**src/rtl/bip_control_unit.sv**
```systemverilog
`default_nettype none
// ============================================================================
// Module      : bip_control_unit
// Description : Control unit for the BIP1 core. Owns the program counter,
//               addresses program memory, decodes the fetched instruction
//               and drives the datapath / data-memory control strobes.
//               Executes one instruction per clock from RUN until HLT.
// Ports       : i_clk, i_rst (async, active-high), i_start,
//               i_instruction (program word at o_pc, same cycle),
//               o_pc, o_operand, o_SelA, o_SelB, o_WrAcc, o_op,
//               o_WrRam, o_RdRam, o_halt, o_illegal, o_count
// Revision    : 1.0 - initial release
// ============================================================================
module bip_control_unit #(
  parameter int NB_INSTR  = 16,
  parameter int NB_OPCODE = 5,
  parameter int NB_ADDR   = 11,
  parameter int NB_COUNT  = 16
) (
  input  logic                i_clk,
  input  logic                i_rst,
  input  logic                i_start,
  input  logic [NB_INSTR-1:0] i_instruction,
  output logic [NB_ADDR-1:0]  o_pc,
  output logic [NB_ADDR-1:0]  o_operand,
  output logic [1:0]          o_SelA,
  output logic                o_SelB,
  output logic                o_WrAcc,
  output logic                o_op,
  output logic                o_WrRam,
  output logic                o_RdRam,
  output logic                o_halt,
  output logic                o_illegal,
  output logic [NB_COUNT-1:0] o_count
);

  // FSM encoding
  localparam logic [1:0] c_st_idle = 2'd0;
  localparam logic [1:0] c_st_run  = 2'd1;
  localparam logic [1:0] c_st_halt = 2'd2;

  // Opcodes
  localparam logic [NB_OPCODE-1:0] c_op_hlt  = NB_OPCODE'(0);
  localparam logic [NB_OPCODE-1:0] c_op_sto  = NB_OPCODE'(1);
  localparam logic [NB_OPCODE-1:0] c_op_ld   = NB_OPCODE'(2);
  localparam logic [NB_OPCODE-1:0] c_op_ldi  = NB_OPCODE'(3);
  localparam logic [NB_OPCODE-1:0] c_op_add  = NB_OPCODE'(4);
  localparam logic [NB_OPCODE-1:0] c_op_addi = NB_OPCODE'(5);
  localparam logic [NB_OPCODE-1:0] c_op_sub  = NB_OPCODE'(6);
  localparam logic [NB_OPCODE-1:0] c_op_subi = NB_OPCODE'(7);

  // SelA source encodings
  localparam logic [1:0] c_sela_mem = 2'b00;
  localparam logic [1:0] c_sela_imm = 2'b01;
  localparam logic [1:0] c_sela_alu = 2'b10;

  logic [1:0]           r_state;
  logic [1:0]           w_state_next;
  logic [NB_ADDR-1:0]   r_pc;
  logic [NB_COUNT-1:0]  r_count;
  logic                 r_illegal;

  logic [NB_OPCODE-1:0] w_opcode;
  logic                 w_run;
  logic                 w_is_hlt;
  logic                 w_is_defined;

  logic [1:0]           w_sel_a;
  logic                 w_sel_b;
  logic                 w_wr_acc;
  logic                 w_alu_op;
  logic                 w_wr_ram;
  logic                 w_rd_ram;

  assign w_opcode     = i_instruction[NB_INSTR-1 -: NB_OPCODE];
  assign w_run        = (r_state == c_st_run);
  assign w_is_hlt     = (w_opcode == c_op_hlt);
  // Defined opcodes occupy the contiguous range HLT..SUBI.
  assign w_is_defined = (w_opcode <= c_op_subi);

  // --------------------------------------------------------------------------
  // FSM: state register
  // --------------------------------------------------------------------------
  always_ff @(posedge i_clk or posedge i_rst) begin
    if (i_rst) begin
      r_state <= c_st_idle;
    end else begin
      r_state <= w_state_next;
    end
  end

  // --------------------------------------------------------------------------
  // FSM: next state. HALT is terminal until reset; i_start only matters in IDLE.
  // --------------------------------------------------------------------------
  always_comb begin
    w_state_next = r_state;
    case (r_state)
      c_st_idle: begin
        if (i_start) begin
          w_state_next = c_st_run;
        end
      end
      c_st_run: begin
        if (w_is_hlt) begin
          w_state_next = c_st_halt;
        end
      end
      c_st_halt: begin
        w_state_next = c_st_halt;
      end
      default: begin
        w_state_next = c_st_idle;
      end
    endcase
  end

  // --------------------------------------------------------------------------
  // FSM: outputs. Purely combinational from state and opcode, so an
  // asynchronous reset drops every strobe immediately with no partial write.
  // --------------------------------------------------------------------------
  always_comb begin
    w_sel_a  = c_sela_mem;
    w_sel_b  = 1'b0;
    w_wr_acc = 1'b0;
    w_alu_op = 1'b0;
    w_wr_ram = 1'b0;
    w_rd_ram = 1'b0;
    if (w_run) begin
      case (w_opcode)
        c_op_sto: begin
          w_wr_ram = 1'b1;
        end
        c_op_ld: begin
          w_wr_acc = 1'b1;
          w_rd_ram = 1'b1;
        end
        c_op_ldi: begin
          w_sel_a  = c_sela_imm;
          w_wr_acc = 1'b1;
        end
        c_op_add: begin
          w_sel_a  = c_sela_alu;
          w_wr_acc = 1'b1;
          w_rd_ram = 1'b1;
        end
        c_op_addi: begin
          w_sel_a  = c_sela_alu;
          w_sel_b  = 1'b1;
          w_wr_acc = 1'b1;
        end
        c_op_sub: begin
          w_sel_a  = c_sela_alu;
          w_alu_op = 1'b1;
          w_wr_acc = 1'b1;
          w_rd_ram = 1'b1;
        end
        c_op_subi: begin
          w_sel_a  = c_sela_alu;
          w_sel_b  = 1'b1;
          w_alu_op = 1'b1;
          w_wr_acc = 1'b1;
        end
        // HLT and undefined opcodes issue no strobes.
        default: begin
          w_sel_a = c_sela_mem;
        end
      endcase
    end
  end

  // --------------------------------------------------------------------------
  // Program counter, executed-instruction counter and sticky illegal flag.
  // PC wraps naturally at 2^NB_ADDR; the counter saturates at all-ones.
  // --------------------------------------------------------------------------
  always_ff @(posedge i_clk or posedge i_rst) begin
    if (i_rst) begin
      r_pc      <= '0;
      r_count   <= '0;
      r_illegal <= 1'b0;
    end else if (w_run) begin
      if (!w_is_hlt) begin
        r_pc <= r_pc + 1'b1;
      end
      if (r_count != {NB_COUNT{1'b1}}) begin
        r_count <= r_count + 1'b1;
      end
      if (!w_is_defined) begin
        r_illegal <= 1'b1;
      end
    end
  end

  assign o_pc      = r_pc;
  assign o_operand = i_instruction[NB_ADDR-1:0];
  assign o_SelA    = w_sel_a;
  assign o_SelB    = w_sel_b;
  assign o_WrAcc   = w_wr_acc;
  assign o_op      = w_alu_op;
  assign o_WrRam   = w_wr_ram;
  assign o_RdRam   = w_rd_ram;
  assign o_halt    = (r_state == c_st_halt);
  assign o_illegal = r_illegal;
  assign o_count   = r_count;

endmodule
`default_nettype wire

```
**config.mk**
```make
export PLATFORM = sky130hd
export DESIGN_NAME = bip_control_unit
export DESIGN_NICKNAME = d
export VERILOG_FILES = /design/src/rtl/bip_control_unit.sv
export SDC_FILE = /design/constraint.sdc
export NUM_CORES = 1
export LEC_CHECK = 0
export CAP_MARGIN = 10
export CORE_MARGIN = 1.5
export CORE_UTILIZATION = 40
export DETAILED_ROUTE_END_ITERATION = 16
export GPL_ROUTABILITY_DRIVEN = 0
export PLACE_DENSITY = 0.77
export SLEW_MARGIN = 20
export SYNTH_ARGS = -nofsm -noshare
export SYNTH_HDL_FRONTEND = slang
export SYNTH_SLANG_ARGS = --single-unit
```
**constraint.sdc**
```tcl
create_clock -name i_clk -period 1.7 [get_ports i_clk]
set_input_delay 0.255 -clock i_clk [delete_from_list [all_inputs] [get_ports i_clk]]
set_output_delay 0.255 -clock i_clk [all_outputs]
set_load 0.01 [all_outputs]
```
**Word level (Yosys, flattened, before mapping)**

Index checks and enable logic that the tools add are counted.

- Logic and storage cells: 47
- Bits in registers: 30
- Output and inout bits: 47
- Input bits: 19

- $lt $le $gt $ge: 1
- Add/sub/neg operators: 2
- Equality and inequality tests: 12
- Bitwise logic cells: 2
- Reductions and logical operators: 11
- Mux-type cells: 15

Operator list:

| cell | count |
|---|---|
| == test 5 x 3 -> 1 bit, second input constant | 4 |
| adder 16 x 1 -> 16 bit, second input constant | 1 |
| != test 16 bit, second input constant | 1 |
| adder 11 x 1 -> 11 bit, second input constant | 1 |
| == test 5 x 2 -> 1 bit, second input constant | 2 |
| two-way mux 1 bit | 10 |
| AND reduction 2 bit | 4 |
| two-way mux 2 bit | 3 |
| case mux 2 bit (3 select lines) | 1 |
| OR reduction 6 bit | 1 |
| == test 5 x 1 -> 1 bit, second input constant | 1 |
| less-or-equal comparator 5 x 3 -> 1 bit, second input constant | 1 |
| logical NOT 5 bit | 1 |
| case mux 2 bit (2 select lines) | 1 |
| OR reduction 2 bit | 2 |
| OR reduction 4 bit | 1 |
| OR reduction 3 bit | 1 |
| == test 2 x 1 -> 1 bit, second input constant | 1 |
| == test 2 bit, second input constant | 1 |
| logical NOT 2 bit | 1 |
| != test 2 x 1 -> 1 bit, second input constant | 1 |
| != test 2 bit, second input constant | 1 |
| NOT 1 bit | 2 |

**Logic depth before layout (Yosys ltp)**

- Depth in word-level cells: 4
- Gate-level depth with buffers: 7
- Gate-level depth less buffers: 6

**Worst setup path after synthesis**

No wires, ideal clock.

- Path type: reg2reg
- Start point: reg r_count[7] (netlist: o_count[7])
- End point: reg r_count[1] (netlist: o_count[1])
- Library setup time: 0.125 ns
- Required time: 1.575 ns
- Buffers on the path: 1
- Arrival: 1.535 ns
- Cell stages (with the launch flop): 6
- Slack: 0.041 ns
- Period minus slack after synthesis: 1.659 ns
- Path through: dfrtp_1 > nand4_2 > or2_1 > buf_6 > o31ai_4 > mux2_2

- Word-level cells in the longest chain between the ends: 2

Ends and longest elaborated chain:

| item | line | source |
|---|---|---|
| from (decl) | 60 | `logic [NB_COUNT-1:0] r_count;` |
| from (signal assigned) | 185 | `r_count <= r_count + 1'b1;` |
| != test 16 bit | 184 | `if (r_count != {NB_COUNT{1'b1}}) begin` |
| AND reduction 2 bit (no line) | n/a |  |

No other way between the ends.
A chain may end at the register's enable or synchronous reset.

**Worst setup path in the final report**

- Start point: in i_instruction[12]
- End point: reg r_pc[6] (netlist: o_pc[6])

- Word-level cells in the longest chain between the ends: 3

Ends and longest elaborated chain:

| item | line | source |
|---|---|---|
| from (decl) | 23 | `input logic [NB_INSTR-1:0] i_instruction,` |
| logical NOT 5 bit | 77 | `assign w_is_hlt = (w_opcode == c_op_hlt);` |
| NOT 1 bit (no line) | n/a |  |
| AND reduction 2 bit (no line) | n/a |  |
| to (signal assigned) | 182 | `r_pc <= r_pc + 1'b1;` |
| to (decl) | 59 | `logic [NB_ADDR-1:0] r_pc;` |

No other way between the ends.

==> flow_summary.toml <==
[floorplan]
die_y_um = 67.7
die_w_um = 67.7
core_area_um2 = 4000
dieArea_um2 = 4590
start_util_pct = 41.9
num_rows = 23
pin_count = 66

[timing]
tns_ps = -20.7
slew_headroom_pct = 74.9
fmax_ghz = 0.583
finClkSkew_ps = 7.99
final_hold_viol_count = 0
setup_viol = 2
fin_crit_ps = 1710
drv_slew = 0
tightest_slew_ps = 377
period_share_pct = 101
setup_slack_ps = -14.9
rsz0062_at_grt = "yes"

[routing]
via_per_inst = 5.05
drtIter0Drc = 42
final_antenna_net_count = 0
vias = 1399
drt_wl_total_um = 4030
drt-wirelength-per-cell_um = 14.6
drc = 0
drt_first_pass_iters = 4

[clock_tree]
htreeDepth = 2
path_clk_slew_ps = 70
clockBufferDepth = 2
cts_sinks = 30
hold_buffers = 0
worst_skew_pair.late_latency_ps = 290
cts_made_buffers = 5
tritoncts = "built"
root_buffer = "clkbuf_8"

[global_route]
antenna_found_initial = 0
grt_max_degree = 31
grt-ovfl-total = 0
grt_pass1_wl_um = 5870
grt_util_all_layers_pct = 17.6
first_global_vias = 1311

[worst_setup_path]
crit_arrival_ps = 1880
cp-start-kind = "input pin"
endpoint_kind = "flop"
worstPathMaxFanout = 6
cp.required_ps = 1860
crit_type = "input pin to flop"

[yosys]
yosys_register_bits = 30
ys_seq_area_share_pct = 44.8
synth_area_leaders = "dfrtp_1 (45%), xnor2_1 (5.8%), buf_4 (4.9%)"
synth.distinct_cells = 39
yosysTopAreaCell = "dfrtp_1"
async_reset_ff_share_pct = 100
ys.flop_type = "dfrtp_1"
syn_nets = 182
yosysTopAreaCellShare_pct = 44.8
syn_area_per_cell_um2 = 10.7
mappedNetlistArea_um2 = 1680
ys_warn_count = 0
synth_cells = 157
synth_edf_count = 0

[power_and_ir_drop]
leakage_nw = 1.10
total_power_mw = 2.92
peakVddDrop_mv = 0.634
powerDensity_nw_per_um2 = 1180

[run_status]
failed_checks = "setup timing"
status = "finished, violations left"

[cells_and_area]
drive_gt1_share_pct = 33.9
final_common_cell = "clkdlybuf4s50_1"
stdcell_count = 277
antenna_cells = 0
final_cell_mix = "clkdlybuf4s50_1 (32), dfrtp_1 (30), buf_4 (29)"
syn_to_final_growth_pct = 48.1
final.fill_count = 327
fin_nets = 251
fin_util_pct = 62.0

[placement]
dp_hpwl_um = 2670
io_buffer_count = 43
place_inst = 264

[min_path]
hold_class = "input pin to async pin"

[run]
drv_cap = 0
==> logic make-up after synthesis <==
family	after synthesis	share of synthesized area (%)
AO/OA/AOI/OAI	25	12.5
XOR/XNOR	17	8.89
AND/OR/NAND/NOR	56	18.6
multiplexers	4	3.06
flip-flops	30	44.8
adder cells (fa/ha/maj)	6	4.48
buffers and inverters	19	7.62
==> final cells by class <==
cell class	instances	area, um^2	area share [%]
Clock buffer	8	110	4.44
Inverter	6	22.5	0.908
Multi-Input combinational cell	108	881	35.5
Sequential cell	30	751	30.3
Tap cell	50	62.6	2.52
Timing Repair Buffer	75	654	26.4
==> sequential cells by signal (all words and copies together), names as in the netlist <==
name       cells
o_count       16
o_illegal      1
o_pc          11
r_state        2
==> synth_stat cells, drive strengths merged (2+ instances only) <==
library cell / instances
a21oi: 7
a31oi: 3
and2: 4
and3: 5
buf: 13
dfrtp: 30
ha: 6
inv: 6
mux2: 3
nand2: 10
nand3: 6
nand4: 7
nor2: 8
nor2b: 3
nor3: 6
o2111ai: 2
o211ai: 3
o21a: 3
o21ai: 4
xnor2: 11
xor2: 6
==> path summary, 6_finish.rpt <==
path	from	endpoint	slack (ps)	depth (start not counted)
worst max-delay path	i_instruction[12]	o_pc[6]	-10	5
worst min-delay path	i_rst	o_count[2]	350	3
worst max register to register	r_state[1]	o_count[15]	40	8
worst min register to register	o_illegal	o_illegal	470	1
max in group asynchronous	i_rst	o_count[7]	1070	3
min in group i_clk	i_instruction[14]	o_illegal	400	4
==> stage by stage <==
stage          hold slack (ps)  setup WS, ps  cell area (um^2)
2_1_floorplan              346          40.7              1680
3_3_place_gp               450          -354              2270
3_5_place_dp               454          -365              2270
4_1_cts                    370          7.45              2410
5_1_grt                    423         -60.3              2480
6_report                   347         -14.9              2480
==> timing repair <==
action                                  in CTS  in global routing
setup buffers                                4                  1
pin swaps                                    2                  8
resized for setup                           41                 18
endpoints found under the setup margin      15                 21
==> per-layer routing <==
layer	wire [um]	vias to the layer above	GRT usage, %	part of all wire (%)
met5	0	-	0	0
met4	94	0	9.69	2.3
met3	202	11	4.00	5.0
met2	2010	32	27.5	50
met1	1730	670	22.5	43
li1	-	686	-	-
==> power by group <==
group / internal (mW) / switching, mW
Combinational: 0.698 / 0.510
Clock: 0.408 / 0.272
Sequential: 0.857 / 0.173
Total: 1.96 / 0.954
==> worst max-delay path, stage by stage <==
cell and delay [ps]:
clkdlybuf4s50_1 430, or4_4 600, o2111ai_4 340, nor2_1 100, xor2_1 150
Note: power is estimated with default switching activity, not from simulation.
